==> config.mk <==
export PLATFORM = sky130hd
export DESIGN_NAME = rtc_time_reader
export DESIGN_NICKNAME = d
export VERILOG_FILES = /design/src/rtl/rtc_time_reader.sv
export SDC_FILE = /design/constraint.sdc
export NUM_CORES = 1
export LEC_CHECK = 0
export CAP_MARGIN = 0
export CELL_PAD_IN_SITES_DETAIL_PLACEMENT = 0
export CELL_PAD_IN_SITES_GLOBAL_PLACEMENT = 1
export CORE_UTILIZATION = 40
export CTS_CLUSTER_DIAMETER = 120
export DETAILED_ROUTE_END_ITERATION = 10
export PLACE_DENSITY = 0.77
export SLEW_MARGIN = 20
export SYNTH_ARGS = -nofsm -noshare
export SYNTH_HDL_FRONTEND = slang
export SYNTH_SLANG_ARGS = --single-unit
==> constraint.sdc <==
create_clock -name clk -period 9.1 [get_ports clk]
set_clock_uncertainty 0.1 [all_clocks]
set_input_delay 1.82 -clock clk [delete_from_list [all_inputs] [get_ports clk]]
set_output_delay 1.82 -clock clk [all_outputs]
set_load 0.005 [all_outputs]
==> src/rtl/rtc_time_reader.sv <==
// I2C read-back sequencer for the RTC time registers: pointer write, repeated START,
// burst read of seven BCD bytes, then an atomic update of the snapshot outputs.
module rtc_time_reader #(
   parameter int         CLK_DIV   = 250,
   parameter logic [6:0] DEV_ADDR  = 7'h68,
   parameter logic [7:0] START_REG = 8'h00,
   parameter int         NUM_REGS  = 7
) (
   input  logic       clk,
   input  logic       reset,
   input  logic       start,
   output logic       scl,
   output logic       sda_oe,
   input  logic       sda_in,
   output logic       busy,
   output logic       done,
   output logic       nack_err,
   output logic [7:0] sec,
   output logic [7:0] min,
   output logic [7:0] hour,
   output logic [7:0] day,
   output logic [7:0] date,
   output logic [7:0] month,
   output logic [7:0] year
);

   localparam int               DIV_W    = (CLK_DIV > 2) ? $clog2(CLK_DIV) : 1;
   localparam logic [DIV_W-1:0] DIV_LAST = DIV_W'(CLK_DIV - 1);
   localparam logic [2:0]       K_LAST   = 3'(NUM_REGS - 1);

   typedef enum logic [3:0] {
      S_IDLE, S_START, S_TX_BYTE, S_TX_ACK, S_RSTART,
      S_RX_BYTE, S_RX_ACK, S_STOP, S_FINISH
   } state_t;

   state_t           state_reg, state_next;
   logic [DIV_W-1:0] div_reg, div_next;
   logic [1:0]       q_reg, q_next;
   logic [2:0]       bit_reg, bit_next;
   logic [7:0]       tx_reg, tx_next;
   logic [1:0]       phase_reg, phase_next;   // 0: write address, 1: pointer, 2: read address
   logic [2:0]       k_reg, k_next;
   logic [7:0]       rx_reg, rx_next;
   logic             ack_reg, ack_next;
   logic             nack_next;
   logic             quarter_end, bit_end, sample_pt;
   logic [7:0]       shadow [0:NUM_REGS-1];
   logic [7:0]       snap_reg [0:NUM_REGS-1];

   assign quarter_end = (div_reg == DIV_LAST);
   assign bit_end     = quarter_end && (q_reg == 2'd3);
   assign sample_pt   = quarter_end && (q_reg == 2'd1);

   // Bus levels {scl, sda_oe} as a pure function of the sequencer position.
   function automatic logic [1:0] bus_levels(input state_t st, input logic [1:0] qq,
                                             input logic tx_msb, input logic [2:0] kk);
      logic clk_phase;
      clk_phase = qq[0] ^ qq[1];
      case (st)
         S_START:             bus_levels = {qq != 2'd3, qq[1]};
         S_TX_BYTE:           bus_levels = {clk_phase, ~tx_msb};
         S_TX_ACK, S_RX_BYTE: bus_levels = {clk_phase, 1'b0};
         S_RSTART:            bus_levels = {clk_phase, qq[1]};
         S_RX_ACK:            bus_levels = {clk_phase, kk != K_LAST};
         S_STOP:              bus_levels = {qq != 2'd0, ~qq[1]};
         default:             bus_levels = 2'b10;
      endcase
   endfunction

   always_comb begin
      state_next = state_reg;
      div_next   = div_reg;
      q_next     = q_reg;
      bit_next   = bit_reg;
      tx_next    = tx_reg;
      phase_next = phase_reg;
      k_next     = k_reg;
      rx_next    = rx_reg;
      ack_next   = ack_reg;
      nack_next  = nack_err;

      if (state_reg != S_IDLE && state_reg != S_FINISH) begin
         div_next = quarter_end ? '0 : div_reg + DIV_W'(1);
         if (quarter_end)
            q_next = q_reg + 2'd1;
      end

      case (state_reg)
         S_IDLE: begin
            if (start) begin
               state_next = S_START;
               nack_next  = 1'b0;
               tx_next    = {DEV_ADDR, 1'b0};
               phase_next = 2'd0;
               k_next     = 3'd0;
            end
         end
         S_START: begin
            if (bit_end)
               state_next = S_TX_BYTE;
         end
         S_TX_BYTE: begin
            if (bit_end) begin
               tx_next  = {tx_reg[6:0], 1'b0};
               bit_next = bit_reg + 3'd1;
               if (bit_reg == 3'd7)
                  state_next = S_TX_ACK;
            end
         end
         S_TX_ACK: begin
            if (sample_pt)
               ack_next = sda_in;
            if (bit_end) begin
               if (ack_reg) begin
                  nack_next  = 1'b1;
                  state_next = S_STOP;
               end else begin
                  case (phase_reg)
                     2'd0: begin
                        tx_next    = START_REG;
                        phase_next = 2'd1;
                        state_next = S_TX_BYTE;
                     end
                     2'd1: begin
                        tx_next    = {DEV_ADDR, 1'b1};
                        phase_next = 2'd2;
                        state_next = S_RSTART;
                     end
                     default: state_next = S_RX_BYTE;
                  endcase
               end
            end
         end
         S_RSTART: begin
            if (bit_end)
               state_next = S_TX_BYTE;
         end
         S_RX_BYTE: begin
            if (sample_pt)
               rx_next = {rx_reg[6:0], sda_in};
            if (bit_end) begin
               bit_next = bit_reg + 3'd1;
               if (bit_reg == 3'd7)
                  state_next = S_RX_ACK;
            end
         end
         S_RX_ACK: begin
            if (bit_end) begin
               if (k_reg == K_LAST) begin
                  state_next = S_STOP;
               end else begin
                  k_next     = k_reg + 3'd1;
                  state_next = S_RX_BYTE;
               end
            end
         end
         S_STOP: begin
            if (bit_end)
               state_next = S_FINISH;
         end
         default: state_next = S_IDLE;
      endcase
   end

   always_ff @(posedge clk or posedge reset) begin
      if (reset) begin
         state_reg <= S_IDLE;
         div_reg   <= '0;
         q_reg     <= 2'd0;
         bit_reg   <= 3'd0;
         tx_reg    <= 8'h00;
         phase_reg <= 2'd0;
         k_reg     <= 3'd0;
         rx_reg    <= 8'h00;
         ack_reg   <= 1'b0;
         nack_err  <= 1'b0;
         scl       <= 1'b1;
         sda_oe    <= 1'b0;
         busy      <= 1'b0;
         done      <= 1'b0;
         for (int i = 0; i < NUM_REGS; i++)
            snap_reg[i] <= 8'h00;
      end else begin
         state_reg       <= state_next;
         div_reg         <= div_next;
         q_reg           <= q_next;
         bit_reg         <= bit_next;
         tx_reg          <= tx_next;
         phase_reg       <= phase_next;
         k_reg           <= k_next;
         rx_reg          <= rx_next;
         ack_reg         <= ack_next;
         nack_err        <= nack_next;
         {scl, sda_oe}   <= bus_levels(state_next, q_next, tx_next[7], k_next);
         busy            <= (state_next != S_IDLE);
         done            <= (state_next == S_FINISH);
         // Publish all bytes together so done and the fresh snapshot appear in the same cycle.
         if (state_reg == S_STOP && bit_end && !nack_err) begin
            for (int i = 0; i < NUM_REGS; i++)
               snap_reg[i] <= shadow[i];
         end
      end
   end

   always_ff @(posedge clk) begin
      if (state_reg == S_RX_BYTE && bit_end && bit_reg == 3'd7)
         shadow[k_reg] <= rx_reg;
   end

   assign sec   = snap_reg[0];
   assign min   = snap_reg[1];
   assign hour  = snap_reg[2];
   assign day   = snap_reg[3];
   assign date  = snap_reg[4];
   assign month = snap_reg[5];
   assign year  = snap_reg[6];

endmodule

==> report_table.html <==
<table>
<tr><th>Metric</th><th>Value</th></tr>
<tr><th colspan="2">Clock network</th></tr>
<tr><td>Clock-pin slew reported for the worst setup and hold paths after clock tree synthesis</td><td>70 ps</td></tr>
<tr><td>Cells resized by post-CTS repair</td><td>0</td></tr>
<tr><td>Deepest level of the CTS H-tree</td><td>4</td></tr>
<tr><td>Buffer type at the clock tree root</td><td>sky130_fd_sc_hd__clkbuf_16</td></tr>
<tr><td>Post-CTS Repair Setup Buffers</td><td>0</td></tr>
<tr><td>Number of buffers added by the clock tree synthesis step</td><td>17</td></tr>
<tr><td>Number of hold-repair buffers added at the cts stage</td><td>0</td></tr>
<tr><td>Number of buffers between clock root and the deepest sink</td><td>2</td></tr>
<tr><td>Clock tree from TritonCTS</td><td>built</td></tr>
<tr><td>Clock tree sinks</td><td>156</td></tr>
<tr><td>Worst-Skew Late Latency</td><td>420 ps</td></tr>
<tr><th colspan="2">Synth</th></tr>
<tr><td>Top-area cell type share of the netlist area</td><td>39.7%</td></tr>
<tr><td>Synth async-reset ratio</td><td>64.1%</td></tr>
<tr><td>Net count after synthesis</td><td>429</td></tr>
<tr><td>Synth area leader</td><td>sky130_fd_sc_hd__dfrtp_1</td></tr>
<tr><td>Total of flip-flops plus latches after synthesis</td><td>156</td></tr>
<tr><td>Most common flop cell mapped by yosys</td><td>sky130_fd_sc_hd__dfrtp_1</td></tr>
<tr><td>Number of distinct library cell variants in the gate-level netlist after synthesis</td><td>63</td></tr>
<tr><td>Yosys warning total</td><td>0</td></tr>
<tr><td>Cell Area, Synth</td><td>0.00624 mm^2</td></tr>
<tr><td>Leading cell types by total area after synthesis</td><td>sky130_fd_sc_hd__dfrtp_1 (40%), sky130_fd_sc_hd__edfxtp_1 (27%), sky130_fd_sc_hd__mux2_1 (7.2%)</td></tr>
<tr><td>Avg Inst Size Synth</td><td>15.0 um^2</td></tr>
<tr><td>Most frequent cells after synthesis</td><td>sky130_fd_sc_hd__dfrtp_1 (99), sky130_fd_sc_hd__edfxtp_1 (56), sky130_fd_sc_hd__mux2_1 (40)</td></tr>
<tr><td>Post-synthesis sequential area ratio</td><td>67.1%</td></tr>
<tr><td>Post-synthesis instance total</td><td>415</td></tr>
<tr><td>Cell with the most instances after synthesis</td><td>sky130_fd_sc_hd__dfrtp_1</td></tr>
<tr><td>Number of synthesized flops with an enable pin</td><td>56</td></tr>
<tr><th colspan="2">Power</th></tr>
<tr><td>Static Leak</td><td>0.00309 uW</td></tr>
<tr><td>Maximum ir drop on the vdd rail</td><td>0.000144 V</td></tr>
<tr><td>Overall power of the completed layout</td><td>1500 uW</td></tr>
<tr><td>Power density over the cells</td><td>198 mW/mm^2</td></tr>
<tr><th colspan="2">Timing</th></tr>
<tr><td>Final count of negative-setup-slack endpoints</td><td>0</td></tr>
<tr><td>Maximum achievable frequency</td><td>0.275 GHz</td></tr>
<tr><td>Final critical path time including I/O delays and setup</td><td>3630 ps</td></tr>
<tr><td>Setup repair after global routing missed its margin</td><td>false</td></tr>
<tr><td>Transition at the pin with the smallest max-transition slack</td><td>929 ps</td></tr>
<tr><td>Total count of max-transition violations in the final report</td><td>0</td></tr>
<tr><td>Slew Limit Headroom</td><td>37.8%</td></tr>
<tr><td>Setup Total Neg Slack</td><td>0 ps</td></tr>
<tr><td>Crit share post-route</td><td>39.9%</td></tr>
<tr><td>Count of endpoints failing hold in the final timing report</td><td>0</td></tr>
<tr><th colspan="2">Layout</th></tr>
<tr><td>Diodes inserted</td><td>0</td></tr>
<tr><td>Layout cells sized above 1</td><td>15.8%</td></tr>
<tr><td>Nets</td><td>496</td></tr>
<tr><td>Synth-to-Final Area Change</td><td>21.1%</td></tr>
<tr><td>Top reg by flops</td><td>shadow</td></tr>
<tr><td>Number of flip-flops in the largest register</td><td>56</td></tr>
<tr><td>Count of filler cells inserted in the layout</td><td>1262</td></tr>
<tr><th colspan="2">Routing</th></tr>
<tr><td>Detailed Route WL</td><td>12000 um</td></tr>
<tr><td>Vias per inst</td><td>5.31</td></tr>
<tr><td>Detailed-route DRC error count</td><td>0</td></tr>
<tr><td>Antenna-violating nets left</td><td>0</td></tr>
<tr><td>First-pass iteration count of the detailed router</td><td>5</td></tr>
<tr><td>Vias</td><td>3627</td></tr>
<tr><td>Post-detailed-route wirelength per cell</td><td>17.6 um</td></tr>
<tr><td>Number of violations reported at the end of detailed-routing iteration 0</td><td>353</td></tr>
<tr><th colspan="2">Worst setup path</th></tr>
<tr><td>CP startpoint</td><td>start</td></tr>
<tr><td>Critical path buffers and inverters</td><td>1</td></tr>
<tr><td>Largest delay contributor family on the critical path</td><td>simple AND/OR/NAND/NOR gates</td></tr>
<tr><td>WP data arrival</td><td>3800 ps</td></tr>
<tr><td>Launching point of the worst reg2reg path</td><td>div_reg[1]</td></tr>
<tr><td>Critical path data required time</td><td>9270 ps</td></tr>
<tr><td>Critical path's largest stage delay</td><td>560 ps</td></tr>
<tr><td>Crit path top cell by count</td><td>sky130_fd_sc_hd__o211ai_1</td></tr>
<tr><td>Critical path endpoint category</td><td>register</td></tr>
<tr><td>Cell chain of the critical path</td><td>clkdlybuf4s50_1 -&gt; or4b_1 -&gt; o211ai_1 -&gt; o211ai_1 -&gt; and3b_1 -&gt; nand2_1 -&gt; nand3_1 -&gt; a31oi_1</td></tr>
<tr><td>Worst Path Max Fanout</td><td>6</td></tr>
<tr><td>Type of element launching the critical path</td><td>input pin</td></tr>
<tr><td>Cell with the biggest individual delay on the critical path</td><td>sky130_fd_sc_hd__or4b_1</td></tr>
<tr><td>CP Class</td><td>input pin to register</td></tr>
<tr><th colspan="2">Floorplanning</th></tr>
<tr><td>DIE AREA</td><td>0.0161 mm^2</td></tr>
<tr><td>Total number of placement rows</td><td>45</td></tr>
<tr><td>Die extent in x</td><td>127 um</td></tr>
<tr><td>Number of placed I/O pins</td><td>65</td></tr>
<tr><td>Core Area</td><td>0.0152 mm^2</td></tr>
<tr><td>Starting density of the core</td><td>41.0%</td></tr>
<tr><td>Floorplan die height</td><td>127 um</td></tr>
<tr><th colspan="2">Global routing</th></tr>
<tr><td>Largest net degree at the start of global routing</td><td>73</td></tr>
<tr><td>Via count of the first global-routing pass</td><td>3749</td></tr>
<tr><td>All-layer global routing usage</td><td>16.8%</td></tr>
<tr><td>Aggregate global routing overflow</td><td>0</td></tr>
<tr><td>Number of antenna violations at the first check in global routing</td><td>0</td></tr>
<tr><td>First-pass GRT wire length</td><td>20400 um</td></tr>
<tr><th colspan="2">Outcome</th></tr>
<tr><td>Outcome</td><td>finished clean</td></tr>
<tr><th colspan="2">Placed design</th></tr>
<tr><td>Gpl congestion</td><td>0.880</td></tr>
<tr><td>PortBufs</td><td>64</td></tr>
<tr><td>HPWL Detailed</td><td>7900 um</td></tr>
<tr><th colspan="2">Hold path</th></tr>
<tr><td>Hold_sp</td><td>shadow[5][7]</td></tr>
<tr><td>Hold crit path type</td><td>register to register</td></tr>
<tr><th colspan="2">Run</th></tr>
<tr><td>Max capacitance violation total</td><td>0</td></tr>
</table>
worst register-to-register path, delay by kind of cell, from the launching register on:
kind / cells / cell delay (ps)
compound gates: 4 / 1270
flops: 1 / 410
buf+inv: 1 / 70
fa+ha+maj: 1 / 210
simple gates: 3 / 870
metrics by stage:
step / utilization, % / setup slack (ps) / instances / instance area, um^2 / hold slack (ps)
3_5_place_dp: 46.2 / 5070 / 651 / 7020 / 348
3_3_place_gp: 46.1 / 5140 / 651 / 7010 / 340
6_report: 49.7 / 5470 / 683 / 7560 / 356
4_1_cts: 49.7 / 5520 / 683 / 7560 / 362
5_1_grt: 49.7 / 5350 / 683 / 7560 / 378
2_1_floorplan: - / 4560 / 415 / 6240 / 339
final timing paths:
path                              end  slack [ps]  depth (start not counted)
max                            sda_oe        5470                          8
min                          month[7]         360                          1
max reg2reg                       scl        6080                          9
min reg2reg                  month[7]         360                          1
max in group asynchronous     hour[0]        6030                          3
min in group asynchronous  div_reg[4]        1640                          2
final cells by class:
type,count,area (um^2),area share [%]
clock buffers,18,429,5.68
repair buffers,66,656,8.67
inverters,12,47.5,0.629
multi-input cells,229,1890,25.0
clock inverters,14,113,1.49
flip-flops and latches,156,4190,55.4
well taps,188,235,3.11
cells by family (layout without fill, tap and decap cells):
logic type                 after synthesis  in the layout  share of synthesized area (%)
muxes                                   69             69                           12.4
AOI/OAI and AO/OA                       55             55                           6.50
buffers and inverters                   30            110                           2.77
DFF                                    156            156                           67.1
and+or+nand+nor                         92             92                           8.80
adders and majority gates               10             10                           2.01
xor gates and xnor gates                 3              3                          0.421
where the power goes:
part,switching [uW],internal (uW),leakage (uW)
registers,35.4,745,0.00176
logic,39.6,32.3,0.00107
clock network,291,354,0.000263
total,366,1130,0.00309
placed cells by master, fill, tap and decap left out, drive strengths merged, types with 3 or more instances in the layout:
master         instances
ha                    10
nor4                   4
dfrtp                 99
clkinv                 7
a21oi                 12
xor2                   3
clkdlybuf4s50         64
nand2b                 4
nand2                 14
nand4                  7
nor2                  20
edfxtp                56
a22o                   5
inv                   17
o21ai                 14
o211ai                 3
or3                    4
nand3                  8
clkbuf                18
mux2                  68
nor2b                  3
a31oi                  3
nor3                  13
metal layers:
metal | wire length, um | global-route usage (%) | vias to the layer above
met3 | 474 | 3.92 | 16
met5 | 0 | 0 | -
li1 | - | - | 1686
met2 | 5770 | 26.7 | 91
met4 | 180 | 6.79 | 0
met1 | 5580 | 22.4 | 1834
(Power assumes the default switching activity.)
